## config.mk

```make
export PLATFORM = sky130hd
export DESIGN_NAME = seq_mag_comparator
export DESIGN_NICKNAME = d
export VERILOG_FILES = /design/src/rtl/cmp_pkg.sv /design/src/rtl/chunk_cmp.sv /design/src/rtl/seq_mag_comparator.sv
export SDC_FILE = /design/constraint.sdc
export NUM_CORES = 1
export LEC_CHECK = 0
export CAP_MARGIN = 20
export CORE_AREA = 2 2 57 113
export DETAILED_ROUTE_END_ITERATION = 16
export DIE_AREA = 0 0 59 115
export PLACE_DENSITY_LB_ADDON = 0.12
export SLEW_MARGIN = 5
export SYNTH_ARGS = -nofsm -noshare
export SYNTH_HDL_FRONTEND = slang
export SYNTH_SLANG_ARGS = --single-unit
```

## constraint.sdc

```tcl
create_clock -name clk -period 2.1 [get_ports clk]
set_clock_uncertainty 0.2 [all_clocks]
set_input_delay 0.21 -clock clk [delete_from_list [all_inputs] [get_ports clk]]
set_output_delay 0.21 -clock clk [all_outputs]
set_load 0.02 [all_outputs]
```

## src/rtl/cmp_pkg.sv

```systemverilog
// cmp_pkg: shared types, sizing helper and result encoding for the sequential comparator.
package cmp_pkg;

    typedef enum logic {IDLE, COMPARE} state_t;

    localparam logic [1:0] RES_EQ = 2'd0;
    localparam logic [1:0] RES_GT = 2'd1;
    localparam logic [1:0] RES_LT = 2'd2;

    function automatic int ceil_div(input int n, input int d);
        return (n + d - 1) / d;
    endfunction

endpackage

```

## src/rtl/chunk_cmp.sv

```systemverilog
// chunk_cmp: combinational unsigned compare of one W-bit chunk.
module chunk_cmp #(
    parameter int W = 4
) (
    input  logic [W-1:0] x_i,
    input  logic [W-1:0] y_i,
    output logic         eq_o,
    output logic         gt_o
);

    assign eq_o = x_i == y_i;
    assign gt_o = x_i > y_i;

endmodule

```

## src/rtl/seq_mag_comparator.sv

```systemverilog
// seq_mag_comparator: multi-cycle MSB-first magnitude compare, CHUNK bits per clock, early exit.
module seq_mag_comparator
    import cmp_pkg::*;
#(
    parameter int WIDTH = 16,
    parameter int CHUNK = 4,
    localparam int NCHUNK = ceil_div(WIDTH, CHUNK),
    localparam int CW = $clog2(NCHUNK + 1)
) (
    input  logic             clk,
    input  logic             rst,
    input  logic             start,
    input  logic             signed_mode,
    input  logic [WIDTH-1:0] a,
    input  logic [WIDTH-1:0] b,
    output logic             busy,
    output logic             done,
    output logic             a_eq_b,
    output logic             a_gt_b,
    output logic             a_lt_b,
    output logic [CW-1:0]    cycles
);

    localparam int PW = NCHUNK * CHUNK;

    state_t        state_q;
    logic [PW-1:0] a_q, b_q, a_d, b_d;
    logic [CW-1:0] step_q, cycles_q;
    logic          busy_q, done_q, eq_q, gt_q, lt_q;
    logic          chunk_eq, chunk_gt, last;
    logic [1:0]    res;

    // Sign-bit flip (offset binary) makes a signed compare purely unsigned; zero pad at the LSB end.
    assign a_d = PW'(a ^ {signed_mode, {(WIDTH-1){1'b0}}}) << (PW - WIDTH);
    assign b_d = PW'(b ^ {signed_mode, {(WIDTH-1){1'b0}}}) << (PW - WIDTH);

    chunk_cmp #(.W(CHUNK)) u_chunk_cmp (
        .x_i  (a_q[PW-1 -: CHUNK]),
        .y_i  (b_q[PW-1 -: CHUNK]),
        .eq_o (chunk_eq),
        .gt_o (chunk_gt)
    );

    assign last = step_q == CW'(NCHUNK - 1);
    assign res  = chunk_eq ? RES_EQ : (chunk_gt ? RES_GT : RES_LT);

    // Operands shift left each step so the current chunk is always the top CHUNK bits.
    always_ff @(posedge clk) begin
        if (rst) begin
            state_q  <= IDLE;
            a_q      <= '0;
            b_q      <= '0;
            step_q   <= '0;
            cycles_q <= '0;
            busy_q   <= 1'b0;
            done_q   <= 1'b0;
            eq_q     <= 1'b0;
            gt_q     <= 1'b0;
            lt_q     <= 1'b0;
        end else begin
            done_q <= 1'b0;
            if (state_q == IDLE) begin
                if (start) begin
                    a_q     <= a_d;
                    b_q     <= b_d;
                    step_q  <= '0;
                    busy_q  <= 1'b1;
                    state_q <= COMPARE;
                end
            end else if (res != RES_EQ || last) begin
                eq_q     <= res == RES_EQ;
                gt_q     <= res == RES_GT;
                lt_q     <= res == RES_LT;
                cycles_q <= step_q + 1'b1;
                done_q   <= 1'b1;
                busy_q   <= 1'b0;
                state_q  <= IDLE;
            end else begin
                a_q    <= a_q << CHUNK;
                b_q    <= b_q << CHUNK;
                step_q <= step_q + 1'b1;
            end
        end
    end

    assign busy   = busy_q;
    assign done   = done_q;
    assign a_eq_b = eq_q;
    assign a_gt_b = gt_q;
    assign a_lt_b = lt_q;
    assign cycles = cycles_q;

endmodule

```

==> reports/results.txt <==
Outcome: complete, no violations
Worst path cell trace: inv_1, ha_1, nand4_4, o21ai_4, buf_4, clkbuf_16, nand2_1, a21oi_1
Vias in the first global route: 1559
CP Launch Type: register
Final hold vios: 0
Post-synthesis cell count: 212
Max Fclk: 0.519 GHz
Number of DRC markers in iteration 0: 43
Vias per cell: 5.13
Area after DPL: 2470 um^2
Filler cells: 626
Slew margin rel.: 70.8%
Ant diodes: 0
Port bufs: 43
Die width: 59 um
Max_cap viols: 0
CTS buffer count: 5
Crit. End Element: register
H-tree depth: 2
Total grt overflow: 0
Worst path top cell family by delay: buffers and inverters
Final-stage net count: 295
Clock sink total: 44
Netlist cell types: 27
Total track usage: 13.8%
Pin count of the biggest net entering global routing: 47
Final period utilization: 91.8%
Proportion of layout cells with a drive suffix above 1: 13.0%
GPL Wtd Cong: 0.750
PD cells: 853 nW/um^2
Synth warnings: 0
Leakage: 0.971 nW
Ports: 44
Row cnt: 40
Largest fanout on the critical path: 23
#FFs+latches synth: 44
CTS tree: done
Via count: 1625
Area grow syn2layout: 33.7%
Top-area cell type share of the netlist area: 43.9%
HP Class: input port to register
Wire per inst: 14.4 um
Pint: 1.65 mW
Pre-antenna DRT Iters: 4
Number of synthesized flops with an enable pin: 0
Synth area leader: dfxtp_1
Primary FF master, synth: dfxtp_1
Clk buf depth: 2
Clock power share: 34.7%
Setup TNS Final: 0 ns
Most frequent cells in the layout: 44 x dfxtp_1, 42 x clkdlybuf4s50_1, 27 x nor2_1, 23 x mux2i_1
Worst Path Required: 2.11 ns
WP data arrival: 1.94 ns
Ranking of synthesized cells by area: dfxtp_1 44%, mux2i_1 11%, a211oi_2 6.2%
Unrepaired setup endpoints after global routing: no
Maximum vdd drop: 419 uV
DRC: 0
Slowest stage delay, CP: 0.35 ns
Avg Inst Size Synth: 9.46 um^2
Initial antenna violation count: 0
Final setup vio count: 0
Design area: 2680 um^2
Initial Utilization: 34.0%
Synthesized area: 2010 um^2
Post-route ant nets: 0
Root buf cell: clkbuf_16
Syn Nets: 254
Total net switching power: 0.640 mW
Dpl hpwl: 3050 um
Final Routed Wirelength: 4560 um
Post-synth ARST share: 0%
CP bufs+invs: 3
Switch share: 28.0%
Die footprint: 6790 um^2
CTS Hold Bufs: 0
Fin crit period: 1.93 ns
Area of the core: 5910 um^2
Worst skew pair latency: 0.28 ns
Worst-Margin Slew: 0.439 ns
WS Path Type: register to register
Commonest non-fill, non-tap cell in the layout: dfxtp_1
Sequential-to-total area share from yosys stat: 43.9%
Combinational share of power: 23.2%
Final Max Slew Viols: 0
Slowest cell on crit path: ha_1
Clock Pin Slew Worst Setup and Hold Paths: 0.06 ns
First-pass GRT wire length: 7220 um
Die span in y: 115 um
Register share of total power: 42.1%
## stage by stage
| stage | total power, mW | setup WS (ns) | hold WS (ns) | std cells | util [%] |
|---|---|---|---|---|---|
| floorplan | 1.31 | 0.337 | 0.146 | 212 | - |
| global placement | 1.47 | 0.166 | 0.251 | 307 | 41.9 |
| detailed placement | 1.48 | 0.107 | 0.252 | 307 | 41.9 |
| CTS | 2.28 | 0.0485 | 0.0490 | 315 | 44.5 |
| global route | 2.41 | 0.0628 | 0.0592 | 317 | 45.4 |
| finish | 2.29 | 0.173 | 0.0466 | 317 | 45.4 |
## metal layers
layer | up-vias | wire [um] | global-route usage (%)
met3 | 6 | 160 | 2.70
met1 | 758 | 2050 | 17.0
met2 | 33 | 2270 | 23.0
met4 | 0 | 75 | 5.91
met5 | - | 0 | 0
li1 | 828 | - | -
## registers in the layout (all words and copies together), names as in the netlist
register  cells
a_eq_b        1
a_gt_b        1
a_lt_b        1
a_q          16
b_q          16
busy          1
cycles        3
done          1
state_q       1
step_q        3
## worst reg2reg max path: stages, from the launching register on
cell and delay (ns):
dfxtp_1 0.33, inv_1 0.05, ha_1 0.35, nand4_4 0.18, o21ai_4 0.21, buf_4 0.15, clkbuf_16 0.20, nand2_1 0.06
a21oi_1 0.13
## cell type report
cell class                 instances  area (um^2)  area share, %
clock buffer                       6          139           5.18
sequential                        44          881           32.8
inverter                           6         22.5          0.840
timing repair buffer              51          515           19.2
multi-input combinational        145         1030           38.4
clock inverter                     2         15.0          0.560
tap                               63         78.8           2.94
## power by group through the flow
stage | Clock (mW) | Sequential [mW] | Combinational (mW)
global route | 0.855 | 0.976 | 0.575
floorplan | 0 | 0.987 | 0.326
detailed placement | 0 | 0.983 | 0.498
CTS | 0.817 | 0.964 | 0.501
finish | 0.794 | 0.964 | 0.531
global placement | 0 | 0.982 | 0.489
## cell usage after synthesis (2+ instances only)
| cell type | n |
|---|---|
| a211oi_2 | 10 |
| nor2b_1 | 5 |
| nor2_1 | 27 |
| inv_1 | 6 |
| nand2_1 | 15 |
| mux2i_1 | 23 |
| a21oi_1 | 15 |
| buf_4 | 2 |
| o21a_1 | 2 |
| ha_1 | 6 |
| o21ai_0 | 4 |
| clkbuf_1 | 7 |
| a211oi_1 | 15 |
| buf_6 | 3 |
| dfxtp_1 | 44 |
| xnor2_1 | 2 |
| nand3_1 | 12 |
| buf_2 | 5 |
## kinds of logic after synthesis
group / share of synthesized area, %
AOI/OAI and AO/OA: 19.1
xor gates and xnor gates: 0.874
adders and majority gates: 3.74
buffers and inverters: 6.11
DFF: 43.9
muxes: 12.0
and+or+nand+nor: 14.2
## worst paths after layout
path,slack [ns],depth (start not counted),endpoint,start
setup / recovery,0.17,8,a_q[15],a_q[12]
hold reg to reg,0.26,1,busy,busy
setup reg to reg,0.17,8,a_q[15],a_q[12]
hold / removal,0.05,2,a_q[3],rst
## timing repair
| action | CTS | global route |
|---|---|---|
| endpoints found under the hold margin | 0 | 0 |
| buffers inserted | 0 | 1 |
| setup endpoints to repair | 0 | 12 |
| resized for setup | 0 | 3 |
No activity file was read; power rests on OpenSTA's default activity.
==> RTL change 1: new RTL, same flow settings <==
Reset style: asynchronous (`rst`), changed in one clocked block.
--- a/src/rtl/seq_mag_comparator.sv
+++ b/src/rtl/seq_mag_comparator.sv
@@ -47,3 +47,3 @@
     // Operands shift left each step so the current chunk is always the top CHUNK bits.
-    always_ff @(posedge clk) begin
+    always_ff @(posedge clk or posedge rst) begin
         if (rst) begin
Check against the original RTL: differs if rst is asserted again (counterexample within 4 cycles, from zero or initial values and one cycle with rst high); with rst held inactive, the same outputs for 10 cycles.
==> RTL change 1 against the unedited design <==
- die area stayed put
- first-iteration DRC count stayed put
- sequential share of layout area is 8.7 points higher
- final cell count is 3.5% lower
- sequential cell count stayed put
- worst setup slack better by 39 ps
- design area is 1.2% lower
- via count is 1.7% lower
- routed wire length is 3.5% lower
- area after synthesis is 1.2% higher
Power is not compared: it rests on default switching activity, and its combinational part moved more than twofold at a synthesized area within 25%.
==> RTL change 1: results (changes against the unedited design) <==
run_status: "complete, no violations"
slowest_delay_ps: 380  # +30 ps
crit_fanout: 21  # -8.7%
tightestPinTransition_ps: 563  # +124 ps
place_hpwl_mm: 3.06  # +0.40%
antenna_cells: 0  # unchanged
cts_max_level: 2  # unchanged
reg2regPathDepth: 6  # -2
grt_pass1_vias: 1647  # +5.6%
grt_max_degree: 45  # -4.3%
grt_use_total_pct: 14.5  # +0.63 points
reg2reg_to: "b_q[4]"
drive_above_1_share_pct: 11.5  # -1.5 points
final_nets: 284  # -3.7%
yosysSeqAreaShare_pct: 54.2  # +10 points
hold_ws_ps: 173  # +127 ps
min_path_type: "input port to async pin"
yosys_warnings: 0  # unchanged
p_leak_nw: 1.12
post_cts_resized: 0  # unchanged
crit_slowest_cell: "dfrtp_1"
insertion_delay_ps: 280  # about the same
path_clk_slew_ps: 60  # about the same
timing.rr.start: "a_q[15]"
drt_wl_total_mm: 4.40  # -3.5%
grt_first_pass_wirelength_mm: 7.51  # +4.0%
synth_cell_types: 28  # +3.7%
dr_total_vias: 1598  # -1.7%
critPathArrivalTime_ps: 1850  # -90 ps
cts_root_buffer: "clkbuf_16"
synth_top_cells_by_area: "dfrtp_1 (54%), o22ai_1 (6.8%), nand2_1 (4.8%)"
post_cts_buffers: 0  # unchanged
drtPass1Iterations: 4  # unchanged
cts-buffers-inserted: 5  # unchanged
async_reset_ff_share_pct: 100  # +100 points
worst-setup-path-type: "register to register"
r2r_setup_slack_ps: 210  # +40 ps
yosys-top-cells-count: "dfrtp_1 (44), nand2_1 (26), o22ai_1 (22)"
port_buffers: 43  # unchanged
irDropWorstVdd_mv: 0.622
drt_iter0_drc: 43  # unchanged
top_regs: "a_q (16), b_q (16)"
gp_congestion: 0.768  # +2.4%
synth_nets: 241  # -5.1%
antenna_found_initial: 0  # unchanged
clock_path_buffers: 2  # unchanged
RTL change 1: changes by cell type in the layout (fill, tap and decap cells not counted), sizes merged, moves of 11 or more:
cell    change
nand2      +11
o21ai      +11
a211oi     -25
dfrtp      +44
o22ai      +22
dfxtp      -44
mux2i      -22
RTL change 1: per-layer routing:
layer  part of all wire, %  track usage (%)
met1                    42             17.4
met2                    52             24.1
met3                   4.4             3.04
met4                   1.9             6.67
met5                     0                0
RTL change 1: per-stage QoR:
stage                     power [mW]  setup slack (ps)  util (%)  instance area (sq um)  std cells
after floorplan                 2.32               343         -                   2030        199
after global placement          2.69               253      42.3                   2500        298
after detailed placement        2.72               213      42.3                   2500        298
after CTS                       3.52               201      44.9                   2650        306
after global routing            3.74              94.8      44.9                   2650        306
final                           3.46               212      44.9                   2650        306
RTL change 1: area by class of cell:
type	instances	area, sq um
clock buffer	7	143
sequential	44	1100
fill	617	3260
inverter	10	37.5
multi-input combinational	131	774
tap	63	78.8
clock inverter	1	7.51
timing repair buffer	50	508
RTL change 1: cell families after synthesis:
kind of cell,Yosys count,share of synthesized area (%)
AOI/OAI and AO/OA,67,20.9
xor gates and xnor gates,2,0.863
adders and majority gates,6,3.70
buffers and inverters,24,7.64
DFF,44,54.2
muxes,2,1.05
and+or+nand+nor,54,11.6
RTL change 1: report_power, final:
group	internal, mW	switching (mW)	leakage [nW]	total, mW
Combinational	0.591	0.667	0.531	1.26
Sequential	1.21	0.210	0.522	1.42
Clock	0.473	0.305	0.0701	0.779
Total	2.28	1.18	1.12	3.46
RTL change 1: worst max-delay path, delay by kind of cell (launching register included):
family | cells | cell delay (ps)
flops | 1 | 380
simple gates | 2 | 370
fa+ha+maj | 1 | 330
compound gates | 2 | 230
buf+inv | 1 | 260
==> RTL change 2: new RTL, same flow settings <==
Without the edit above. The parameter `WIDTH` goes from 16 to 32.
--- a/src/rtl/seq_mag_comparator.sv
+++ b/src/rtl/seq_mag_comparator.sv
@@ -4,3 +4,3 @@
 #(
-    parameter int WIDTH = 16,
+    parameter int WIDTH = 32,
     parameter int CHUNK = 4,
Ports: changed (resized a, b and cycles); port bits go from 44 to 77. The function was not compared with the original's and may differ.
==> RTL change 2 against the unedited design <==
- die area did not move
- area after synthesis grew 82%
- total power grew 83%
- count of clock-buffer cells in the layout up 9
- routed wire length grew 87%
- sequential share of layout area shrank 0.76 points
- critical path type unchanged
- largest cell class unchanged
- critical endpoint is now b_q[31]
- synthesized cell count increased by 65%
- worst setup slack got worse by 150 ps
- design area is 82% higher
- sequential cell count rose by 34
- non-clock buffer count grew 50
==> RTL change 2: results (changes against the unedited design) <==
n_fill_cell: 338  # -46%
startpoint: "b_q[29]"
bufAreaShareNonClock_pct: 21.0  # +1.8 points
path_clk_slew_ps: 60  # about the same
irDropWorstVdd_mv: 0.707  # +69%
crit_fanout: 4  # -83%
buffers: 101  # +98%
grt_pass1_vias: 2923  # +87%
drt_iter0_drc: 131  # +200%
p_leak_nw: 1.81  # +87%
final_util_pct: 82.8  # +37 points
avgSynthCellArea_sq_um: 10.4  # +10%
worstHoldEndpoint: "step_q[0]"
post-place-ws_ps: -49.3  # -157 ps
final_nets: 508  # +72%
drive_above_1_share_pct: 21.6  # +8.6 points
ys_ff_latch: 78  # +77%
slew_headroom_pct: 66.4  # -4.4 points
place_hpwl_mm: 5.74  # +88%
critPathArrivalTime_ps: 2120  # +180 ps
comb_power_mw: 1.03  # +94%
crit_slowest_cell: "dfxtp_2"
holdCritStartpoint: "rst"
synth_cell_types: 31  # +15%
synth_nets: 423  # +67%
power.density_nw_per_um2: 857  # +0.47%
reg2reg_to: "b_q[31]"
drt_wl_total_mm: 8.51  # +87%
run_status: "complete, no violations"
synth_top_cells_by_area: "dfxtp_1 (43%), a211oi_2 (17%), mux2i_1 (15%)"
gp_congestion: 0.793  # +5.7%
clkCellAreaFrac_pct: 5.58  # -0.16 points
nClkBuffers: 15  # +9
routed_via_density: 5.87  # +15%
top_regs: "a_q (32), b_q (32)"
period_share_pct: 99.0  # +7.2 points
swShare_pct: 28.0  # about the same
dp_cells: 483  # +57%
slowest_delay_ps: 330  # -20 ps
worst_path_dominant_cell_family: "compound AO/OA/AOI/OAI gates"
insertion_delay_ps: 330  # +50 ps
inv_count: 7  # +1
cts-buffers-inserted: 9  # +4
wl_per_cell_microns: 16.9  # +18%
yosys-top-cells-count: "dfxtp_1 (78), nor2_1 (68), mux2i_1 (55)"
multi_input_area_sq_um: 1910  # +86%
yosysSeqAreaShare_pct: 42.7  # -1.2 points
dpl_cell_area_sq_um: 4500  # +82%
cts_max_level: 3  # +1
comb.multi_input.count: 238  # +64%
seq_share_pct: 32.1  # -0.76 points
grt_first_pass_wirelength_mm: 12.7  # +77%
r2r_setup_slack_ps: 20  # -150 ps
grt_use_total_pct: 24.6  # +11 points
port_buffers: 76  # +77%
power_frac_seq_pct: 41.5  # -0.6 points
RTL change 2: routing by layer:
metal | part of all wire, % | GRT usage [%] | vias up
met2 | 52 | 42.4 | 95
met4 | 3.0 | 12.3 | 0
met5 | 0 | 0 | -
li1 | - | - | 1432
met3 | 4.7 | 5.17 | 17
met1 | 40 | 27.7 | 1411
RTL change 2: logic make-up after synthesis:
family,after synthesis,share of synthesized area [%]
AND/OR/NAND/NOR,89,9.99
AO/OA/AOI/OAI,85,24.1
flip-flops,78,42.7
multiplexers,55,15.1
buffers and inverters,34,5.51
adder cells (fa/ha/maj),5,1.71
XOR/XNOR,4,0.958
RTL change 2: timing repair:
action | in CTS | in global routing
setup buffers | 1 | 1
gates cloned | 0 | 2
endpoints found under the setup margin | 33 | 62
resized for setup | 3 | 6
pin swaps | 3 | 8
